[src/rtl/wb_arbiter.sv]
// Register-file writeback arbiter: merges pipeline (A) and long-latency (B) results onto one
// write port, with a pending-register scoreboard for decode hazards and WAW ordering.
module wb_arbiter (
    input  logic        clk,
    input  logic        rst,
    input  logic        a_valid,
    input  logic [4:0]  a_rd,
    input  logic [31:0] a_data,
    output logic        a_ready,
    input  logic        b_valid,
    input  logic [4:0]  b_rd,
    input  logic [31:0] b_data,
    output logic        b_ready,
    input  logic        issue_valid,
    input  logic [4:0]  issue_rd,
    input  logic [4:0]  chk_rs1,
    input  logic [4:0]  chk_rs2,
    output logic        hazard,
    output logic        regWrite,
    output logic [4:0]  writeReg,
    output logic [31:0] writeData,
    output logic [30:0] pending
);

    logic [30:0] r_pending;
    logic        r_last_grant_b;
    logic        r_reg_write;
    logic [4:0]  r_write_reg;
    logic [31:0] r_write_data;

    logic [31:0] w_pend_full;
    logic        w_a_eligible;
    logic        w_conflict;
    logic        w_a_acc;
    logic        w_b_acc;
    logic [4:0]  w_acc_rd;
    logic [31:0] w_acc_data;
    logic [30:0] w_pending_d;

    // Bit 0 stands for x0 and is never pending, so rd == 0 needs no separate test.
    assign w_pend_full  = {r_pending, 1'b0};
    assign w_a_eligible = a_valid && !w_pend_full[a_rd];
    assign w_conflict   = w_a_eligible && b_valid;

    assign a_ready = rst && w_a_eligible && (!b_valid || r_last_grant_b);
    assign b_ready = rst && b_valid && (!w_a_eligible || !r_last_grant_b);
    assign w_a_acc = a_ready;
    assign w_b_acc = b_ready && b_valid;

    assign w_acc_rd   = w_a_acc ? a_rd : b_rd;
    assign w_acc_data = w_a_acc ? a_data : b_data;

    assign hazard = w_pend_full[chk_rs1] || w_pend_full[chk_rs2];

    always_comb begin
        w_pending_d = r_pending;
        if (w_b_acc && b_rd != 5'd0) begin
            w_pending_d[b_rd - 5'd1] = 1'b0;
        end
        // Set after clear so a same-cycle issue to the returning rd stays pending.
        if (issue_valid && issue_rd != 5'd0) begin
            w_pending_d[issue_rd - 5'd1] = 1'b1;
        end
    end

    always_ff @(posedge clk) begin
        if (!rst) begin
            r_pending      <= '0;
            r_last_grant_b <= 1'b0;
            r_reg_write    <= 1'b0;
            r_write_reg    <= '0;
            r_write_data   <= '0;
        end else begin
            r_pending <= w_pending_d;
            if (w_conflict) begin
                r_last_grant_b <= w_b_acc;
            end
            r_reg_write <= (w_a_acc || w_b_acc) && w_acc_rd != 5'd0;
            if ((w_a_acc || w_b_acc) && w_acc_rd != 5'd0) begin
                r_write_reg  <= w_acc_rd;
                r_write_data <= w_acc_data;
            end
        end
    end

    assign regWrite  = r_reg_write;
    assign writeReg  = r_write_reg;
    assign writeData = r_write_data;
    assign pending   = r_pending;

endmodule

[config.mk]
export PLATFORM = sky130hd
export DESIGN_NAME = wb_arbiter
export DESIGN_NICKNAME = d
export VERILOG_FILES = /design/src/rtl/wb_arbiter.sv
export SDC_FILE = /design/constraint.sdc
export NUM_CORES = 1
export LEC_CHECK = 0
export BUFFER_PORTS_ARGS = -buffer_cell sky130_fd_sc_hd__buf_2
export CORE_MARGIN = 2
export CORE_UTILIZATION = 53
export DETAILED_ROUTE_END_ITERATION = 7
export GPL_TIMING_DRIVEN = 1
export PLACE_DENSITY = 0.87
export SYNTH_ARGS = -nofsm -noshare
export SYNTH_HDL_FRONTEND = slang
export SYNTH_SLANG_ARGS = --single-unit
[constraint.sdc]
create_clock -name clk -period 4.55 [get_ports clk]
set_clock_uncertainty 0.15 [all_clocks]
set_input_delay 0.6825 -clock clk [delete_from_list [all_inputs] [get_ports clk]]
set_output_delay 0.6825 -clock clk [all_outputs]
set_load 0.005 [all_outputs]
==> run_results.csv, run 1 <==
group,metric,value,unit
outcome,outcome,"complete, no violations",
synthesis,syn_inst,413,
power_and_ir_drop,power,1.57,mW
sta,setup_tns,0,ns
synthesis,synth.distinct_cells,54,
clock_tree,worstSkewPairLatency,0.35,ns
power_and_ir_drop,seq_power_share,0.445,
sta,relSlewSlack,0.298,
synthesis,synth-seq-cells,70,
global_route,grt_pass1_wl,19500,um
synthesis,synth_ff_type,"dfxtp_1",
finish,n_fill_cell,620,
worst_setup_path,crit_arrival,3.60,ns
synthesis,async_flop_share,0,
synthesis,yosys-top-cells-count,"mux2i_1 (75), dfxtp_1 (70), nand2_1 (64)",
floorplanning,die_x,92.1,um
floorplanning,die_area,0.00847,mm^2
sta,fmax,280,MHz
floorplanning,coreArea,0.00761,mm^2
detailed_routing,ant_nets,0,
global_route,grt.total_usage,0.292,
power_and_ir_drop,vdd_drop_max,0.149,mV
sta,hold_viol,0,
global_route,met3_usage,0.0871,
detailed_routing,wl,12400,um
global_route,met1_usage,0.360,
clock_tree,tritoncts,"yes",
floorplanning,rows,32,
power_and_ir_drop,pwr-share-comb,0.193,
global_route,top_usage_layer,"met2",
finish,finalCoreUtilization,0.673,
detailed_routing,via_per_inst,6.02,
sta,slew_viol_final,0,
synthesis,yosys.area.top_type,"dfxtp_1",
floorplanning,dieHeight,92.1,um
synthesis,synth_sequential_area_ratio,0.341,
power_and_ir_drop,switching_share,0.283,
power_and_ir_drop,power.density,306,mW/mm^2
detailed_routing,wl_per_cell,18.4,um
detailed_routing,dr.pass1.iters,6,
floorplanning,start_util,0.540,
finish,layout.nets,658,
clock_tree,hold_buffers,0,
place,place_ws,0.639,ns
floorplanning,io_pins,166,
power_and_ir_drop,clkPwrFrac,0.362,
worst_setup_path,cp.required,4.58,ns
power_and_ir_drop,p_switching,0.444,mW
clock_tree,ctsResizeCount,0,
detailed_routing,drt_iter0_markers,469,
clock_tree,postCtsSetupRepairBufs,0,
worst_hold_path,hold_class,"reg2reg",
job,maxCapViolCount,0,
sta,fin_ws,0.978,ns
worst_setup_path,critPathKind,"in2reg",
clock_tree,clk_pin_slew,0.09,ns
clock_tree,clock-root-buffer,"clkbuf_8",
synthesis,synth_edf_count,0,
clock_tree,cts_num_sinks,70,
sta,holdWs,0.308,ns
sta,fin_crit_sh,0.785,
place,dp_cells,655,
finish,design_area,0.00512,mm^2
clock_tree,h-tree-depth,3,
detailed_routing,drcViolationCount,0,
finish,syn_to_final_growth,24.6,%
global_route,grt_max_degree,46,
finish,drive_gt1_frac,0.394,
place,placed_area,0.00490,mm^2
global_route,first_global_vias,3826,
sta,period_needed,3.57,ns
place,place_hpwl,9290,um
clock_tree,clk_path_buf_depth,2,
synthesis,synthDominantCellAreaShare,0.341,
synthesis,synth_area_leaders,"dfxtp_1 (34%), mux2i_1 (18%), mux4_2 (13%)",
global_route,use_met2,0.499,
detailed_routing,vias,4042,
sta,setup_violations,0,
power_and_ir_drop,p_int,1.12,mW
finish,instances_no_fill,671,
worst_setup_path,end_kind,"flip-flop",
sta,max_slew.worst_pin.slew,1.05,ns
synthesis,synth_nets,507,
clock_tree,numCtsBuffers,9,
sta,rsz0062_at_grt,"false",
place,gp_congestion,0.947,
synthesis,postSynthAreaPerCell,9.95,um^2
synthesis,yosysWarnings,0,
synthesis,synth.most_common_cell,"mux2i_1",
global_route,overflow,0,
finish,antenna_cells,0,
global_route,antenna_found_initial,0,
worst_setup_path,crit_path_start_kind,"input pin",
worst_setup_path,crit_fanout,35,
synthesis,syn-cell-area,0.00411,mm^2
power_and_ir_drop,p_leak,2.32,nW
place,numPortBuffers,165,
==> power groups by stage <==
stage	logic [mW]	clock network, mW	registers [mW]
6_report	0.302	0.567	0.697
3_5_place_dp	0.299	0	0.710
4_1_cts	0.301	0.573	0.695
5_1_grt	0.328	0.607	0.702
2_1_floorplan	0.175	0	0.709
3_3_place_gp	0.287	0	0.707
==> layout make-up <==
type | count | area [um^2] | area share
clock inverters | 6 | 93.8 | 0.0183
flip-flops and latches | 70 | 1400 | 0.274
clock buffers | 10 | 128 | 0.0249
multi-input cells | 311 | 2510 | 0.490
inverters | 5 | 18.8 | 0.00367
well taps | 102 | 128 | 0.0249
repair buffers | 167 | 841 | 0.164
==> critical path: stages <==
cell	delay (ns)
buf_2	0.29
mux2_2	0.37
mux4_2	0.50
a2bb2oi_2	0.19
nand3_2	0.10
nand2_2	0.07
inv_2	0.31
o32ai_4	0.15
or2_2	0.67
mux2i_1	0.25
==> placed cells by master, fill, tap and decap left out, drive strengths merged, types with 4 or more instances in the layout <==
cell type / Yosys / layout
buf: 11 / 167
mux2i: 75 / 75
dfxtp: 70 / 70
nand2: 65 / 65
o21ai: 32 / 32
mux4: 23 / 23
nor2: 18 / 18
o311ai: 15 / 15
clkbuf: 16 / 10
or2: 7 / 7
mux2: 7 / 7
inv: 5 / 7
a32oi: 6 / 6
nand3: 6 / 6
a21oi: 5 / 5
nand2b: 5 / 5
a31oi: 4 / 4
==> layer usage <==
layer / share of wire / routed length (um)
met2: 0.49 / 6010
met4: 0.018 / 226
met3: 0.12 / 1520
met5: 0 / 0
met1: 0.37 / 4600
==> path summary, 6_finish.rpt <==
path	slack, ns	endpoint	startpoint	depth (start not counted)
worst max-delay path	0.98	writeData[11]	a_rd[1]	10
worst min-delay path	0.31	writeData[29]	writeData[29]	2
worst max register to register	1.18	writeData[11]	pending[13]	9
worst min register to register	0.31	writeData[29]	writeData[29]	2
==> state kept, by name (all words and copies together), names as in the netlist <==
signal          flops
pending            31
r_last_grant_b      1
regWrite            1
writeData          32
writeReg            5
==> cell families (layout without fill, tap and decap cells) <==
family / count (synthesis) / in the layout / share of synthesized area
flops: 70 / 70 / 0.341
xor+xnor: 2 / 2 / 0.00426
simple gates: 121 / 121 / 0.136
compound gates: 83 / 83 / 0.143
mux: 105 / 105 / 0.328
buf+inv: 32 / 188 / 0.0481
Power figures use the tool's default switching activity.
==> inputs of run 2 (changes only) <==
CORE_UTILIZATION = 44   (was 53)
PLACE_DENSITY = 0.77   (was 0.87)
clock period = 2.96 ns   (was 4.55 ns; I/O delays follow)
==> run_results.csv, run 2 (synthesis gave the netlist of run 1 again) <==
group,metric,value,unit
clock_tree,cts_num_sinks,70,
sta,fmax,349,MHz
power_and_ir_drop,vdd_drop_max,0.224,mV
finish,largest_reg_flops,32,
detailed_routing,drcViolationCount,0,
floorplanning,io_pins,166,
global_route,first_global_vias,3886,
global_route,grt.total_usage,0.253,
finish,layout_commonest_cell,"buf_2",
worst_setup_path,end_kind,"primary output",
clock_tree,clk_pin_slew,0.08,ns
place,gp_congestion,0.974,
worst_setup_path,r2r-start,"pending[21]",
job,maxCapViolCount,0,
floorplanning,dieHeight,101,um
worst_hold_path,hp-start,"b_data[12]",
detailed_routing,wl,12900,um
worst_setup_path,slowest_stage,"mux4_2",
clock_tree,numCtsBuffers,9,
clock_tree,clk_path_buf_depth,2,
worst_setup_path,crit_arrival,2.27,ns
finish,most-common-layout-cells,"buf_2 (164), mux2i_1 (74), dfxtp_1 (66), nand2_1 (64), o21ai_0 (31)",
power_and_ir_drop,power,2.49,mW
detailed_routing,dr.pass1.iters,5,
global_route,grt_pass1_wl,20000,um
sta,setup_violations,0,
sta,slew_viol_final,0,
worst_setup_path,rrSetupSlack,0.21,ns
detailed_routing,via_per_inst,5.89,
worst_setup_path,crit_path_start_kind,"flip-flop",
sta,rsz0062_at_grt,"false",
floorplanning,coreArea,0.00915,mm^2
finish,drive_gt1_frac,0.425,
detailed_routing,vias,4126,
sta,fin_crit_sh,0.968,
clock_tree,h-tree-depth,3,
detailed_routing,drt_iter0_markers,306,
detailed_routing,ant_nets,0,
finish,seq_area,0.00141,mm^2
floorplanning,die_area,0.0101,mm^2
finish,multi_input_area,0.00252,mm^2
floorplanning,rows,35,
worst_setup_path,cp-startpoint,"pending[21]",
global_route,grt_max_degree,51,
floorplanning,start_util,0.449,
finish,antenna_cells,0,
sta,period_needed,2.87,ns
clock_tree,clock-root-buffer,"clkbuf_8",
sta,holdWs,0.218,ns
sta,relSlewSlack,0.527,
power_and_ir_drop,power.density,462,mW/mm^2
sta,setup_tns,0,ns
worst_setup_path,critPathMaxStageDelay,0.48,ns
finish,finalCoreUtilization,0.588,
worst_setup_path,path_cells,"mux2_1, mux4_2, a2bb2oi_2, nand3_2, a31o_4, inv_1, buf_2",
power_and_ir_drop,p_leak,2.46,nW
worst_setup_path,cp.required,2.37,ns
finish,syn_to_final_growth,31.0,%
clock_tree,worstSkewPairLatency,0.35,ns
global_route,overflow,0,
worst_setup_path,crit_fanout,8,
detailed_routing,wl_per_cell,18.4,um
sta,max_slew.worst_pin.slew,0.707,ns
outcome,outcome,"complete, no violations",
global_route,antenna_found_initial,0,
finish,layout.nets,680,
place,numPortBuffers,165,
place,place_hpwl,9960,um
worst_hold_path,hold_class,"in2reg",
floorplanning,die_x,101,um
finish,n_fill_cell,767,
clock_tree,tritoncts,"yes",
worst_setup_path,critPathKind,"reg2out",
sta,hold_viol,0,
## run 2: cell count changes in the layout (fill, tap and decap cells not counted), moves of 2 or more
cell     change
dfxtp_1      -4
dfxtp_2      +4
inv_6        -2
buf_4       +19
buf_12       +4
## run 2: timing repair
action                     in CTS  in global routing
hold buffers                    0                  0
setup buffers                   0                  5
setup endpoints to repair       2                  2
gates resized for setup         2                 10
## run 2: path summary, 6_finish.rpt
path / to / cells past startpoint
max: b_ready / 7
max reg2reg: writeData[21] / 11
min: writeData[12] / 3
min reg2reg: writeData[30] / 2
## run 2: routing by layer
metal / vias to the layer above / global-route usage / share of wire / wire length (um)
met2: 254 / 0.422 / 0.48 / 6160
met4: 0 / 0.115 / 0.034 / 440
li1: 1909 / - / - / -
met5: - / 0 / 0 / 0
met3: 36 / 0.0569 / 0.10 / 1340
met1: 1927 / 0.312 / 0.38 / 4950
## run 2: layout make-up
cell class / count / share of cell area
sequential: 70 / 0.261
multi-input combinational: 311 / 0.469
clock inverter: 6 / 0.0207
clock buffer: 9 / 0.0230
timing repair buffer: 189 / 0.197
tap: 111 / 0.0258
inverter: 5 / 0.00395
## run 2: where the power goes
part	internal (mW)	switching [mW]	total (mW)
logic	0.247	0.248	0.495
clock network	0.555	0.367	0.922
registers	1.02	0.0525	1.07
## run 2: critical path, delay by kind of cell (launching register included)
| kind | cells | cell delay, ns |
|---|---|---|
| buf+inv | 2 | 0.20 |
| simple gates | 1 | 0.12 |
| flops | 1 | 0.38 |
| mux | 2 | 0.79 |
| compound gates | 2 | 0.42 |
## run 2: metrics by stage
step | setup slack, ns | cells | instance area (um^2)
global route | 0.0124 | 701 | 5380
CTS | -0.00691 | 696 | 5320
floorplan | 0.236 | 413 | 4110
finish | 0.0948 | 701 | 5380
detailed placement | -0.121 | 681 | 5070
global placement | -0.0284 | 681 | 5070
==> inputs of run 3 (changes only) <==
ABC_AREA = 1   (was default)
CORE_ASPECT_RATIO = 0.8   (was default)
CORE_UTILIZATION = 46   (was 44)
PLACE_DENSITY = 0.78   (was 0.77)
==> run_results.csv, run 3 <==
group,metric,value,unit
outcome,outcome,"complete, no violations",
worst_setup_path,r2r-start,"pending[5]",
finish,n_fill_cell,1025,
worst_setup_path,rrSetupSlack,0.39,ns
finish,layout_commonest_cell,"nand2_1",
synthesis,syn_inst,787,
synthesis,synth_sequential_area_ratio,0.300,
global_route,grt.total_usage,0.271,
synthesis,syn-cell-area,0.00467,mm^2
power_and_ir_drop,vdd_drop_max,0.246,mV
worst_setup_path,end_kind,"primary output",
sta,setup_violations,0,
global_route,overflow,0,
worst_setup_path,crit_family,"simple AND/OR/NAND/NOR gates",
detailed_routing,drt_iter0_markers,547,
finish,antenna_cells,0,
worst_setup_path,crit_path_start_kind,"flip-flop",
sta,rsz0062_at_grt,"false",
detailed_routing,drcViolationCount,0,
detailed_routing,wl_per_cell,14.0,um
finish,layout.nets,1037,
clock_tree,postCtsSetupRepairBufs,0,
clock_tree,clk_path_buf_depth,2,
worst_hold_path,hp-start,"issue_valid",
floorplanning,io_pins,166,
worst_setup_path,critPathKind,"reg2out",
worst_setup_path,crit_arrival,2.06,ns
synthesis,synthDominantCellAreaShare,0.300,
sta,setup_tns,0,ns
synthesis,async_flop_share,0,
worst_setup_path,cp.required,2.37,ns
job,maxCapViolCount,0,
global_route,grt_pass1_wl,23200,um
clock_tree,numCtsBuffers,9,
finish,drive_gt1_frac,0.252,
worst_setup_path,path_cells,"inv_1, nand2_1, nand3_1, nand3_1, nand3_1, nand3_2, nand2_4, nand3_4, inv_1, buf_12, buf_2",
synthesis,synthSimpleGateAreaFrac,0.403,
synthesis,synth_edf_count,0,
synthesis,postSynthAreaPerCell,5.93,um^2
global_route,antenna_found_initial,0,
sta,period_needed,2.65,ns
sta,slew_viol_final,0,
place,place_ws,0.190,ns
clock_tree,h-tree-depth,3,
sta,max_slew.worst_pin.slew,0.640,ns
floorplanning,dieHeight,94.1,um
clock_tree,worstSkewPairLatency,0.33,ns
detailed_routing,via_per_inst,5.07,
synthesis,synth_xor_area_frac,0,
worst_setup_path,crit_top_cell,"nand3_1",
finish,syn_to_final_growth,25.3,%
synthesis,synth_ff_type,"dfxtp_1",
synthesis,synth_compound_area_frac,0.167,
clock_tree,clk_pin_slew,0.06,ns
synthesis,synth-seq-cells,70,
place,place_hpwl,11400,um
synthesis,synth_area_leaders,"dfxtp_1 (30%), nand2_1 (19%), nand3_1 (7.9%)",
sta,fin_crit_sh,0.896,
synthesis,synth_nets,881,
synthesis,yosys-top-cells-count,"nand2_1 (242), inv_1 (94), nor2_1 (84)",
floorplanning,coreArea,0.00977,mm^2
detailed_routing,wl,15200,um
place,gp_congestion,0.986,
power_and_ir_drop,p_leak,3.06,nW
worst_setup_path,cp-startpoint,"pending[5]",
detailed_routing,ant_nets,0,
sta,fmax,377,MHz
power_and_ir_drop,power.density,440,mW/mm^2
synthesis,synth.distinct_cells,33,
sta,hold_viol,0,
sta,fin_ws,0.309,ns
synthesis,synth.most_common_cell,"nand2_1",
clock_tree,clock-root-buffer,"clkbuf_16",
place,dp_cells,1068,
synthesis,yosys.area.top_type,"dfxtp_1",
clock_tree,tritoncts,"yes",
clock_tree,ctsResizeCount,0,
floorplanning,die_area,0.0110,mm^2
worst_setup_path,cp_num_buf_inv,4,
finish,most-common-layout-cells,"nand2_1 (242), buf_2 (165), inv_1 (94), nor2_1 (84), nand3_1 (74)",
global_route,first_global_vias,4653,
clock_tree,cts_num_sinks,70,
sta,relSlewSlack,0.572,
synthesis,yosysWarnings,0,
synthesis,synth_top_family_by_area,"simple AND/OR/NAND/NOR gates",
synthesis,synthAdderAreaFrac,0,
floorplanning,die_x,117,um
finish,largest_reg_flops,32,
floorplanning,rows,32,
detailed_routing,vias,5499,
global_route,grt_max_degree,38,
worst_setup_path,critPathMaxStageDelay,0.40,ns
detailed_routing,dr.pass1.iters,6,
floorplanning,start_util,0.478,
clock_tree,hold_buffers,0,
worst_setup_path,slowest_stage,"dfxtp_1",
place,numPortBuffers,165,
synthesis,muxShareOfSynthArea,0,
worst_hold_path,hold_class,"in2reg",
worst_setup_path,crit_fanout,33,
finish,instances_no_fill,1084,
==> run 3: cell count changes in the layout (fill, tap and decap cells not counted), moves of 54 or more <==
cell / delta
mux2i_1: -74
nand2_1: +178
a21oi_1: +54
inv_1: +90
nand3_1: +69
nor2_1: +66
==> run 3: metrics by stage <==
| stage | hold WS, ns | power (mW) | area, um^2 | utilization |
|---|---|---|---|---|
| finish | 0.245 | 2.57 | 5850 | 0.599 |
| global route | 0.245 | 2.70 | 5850 | 0.599 |
| CTS | 0.240 | 2.58 | 5850 | 0.599 |
| detailed placement | 0.303 | 1.58 | 5570 | 0.571 |
| global placement | 0.299 | 1.58 | 5570 | 0.571 |
| floorplan | 0.306 | 1.39 | 4670 | - |
==> run 3: worst paths after layout <==
check	endpoint	depth (start not counted)
setup reg to reg	pending[10]	15
hold reg to reg	writeReg[1]	2
hold / removal	pending[15]	3
setup / recovery	a_ready	11
==> run 3: final cells by class <==
| type | instances | area (um^2) | area share |
|---|---|---|---|
| Multi-Input combinational cell | 583 | 2670 | 0.456 |
| Sequential cell | 70 | 1400 | 0.240 |
| Timing Repair Buffer | 180 | 963 | 0.165 |
| Inverter | 99 | 374 | 0.0639 |
| Clock buffer | 11 | 243 | 0.0415 |
| Tap cell | 136 | 170 | 0.0291 |
| Clock inverter | 5 | 33.8 | 0.00577 |
==> run 3: per-layer routing <==
| metal | GRT usage | part of all wire |
|---|---|---|
| met3 | 0.0787 | 0.12 |
| met4 | 0.0657 | 0.013 |
| met5 | 0 | 0 |
| met2 | 0.400 | 0.42 |
| met1 | 0.386 | 0.45 |
==> run 3: report_power, final <==
part           leakage [nW]  switching, mW  internal (mW)
Sequential            0.572         0.0371          0.994
Combinational          2.35          0.323          0.214
Clock                 0.132          0.415          0.590
Total                  3.06          0.775           1.80
==> run 3: kinds of logic after synthesis <==
family	Yosys count
DFF	70
and+or+nand+nor	443
buffers and inverters	134
AOI/OAI and AO/OA	140
==> run 3: worst register-to-register path: cells and delay by family, from the launching register on <==
family                 cells  cell delay (ns)
AOI/OAI and AO/OA          2             0.31
DFF                        1             0.49
buffers and inverters      3             0.40
and+or+nand+nor           10             1.12
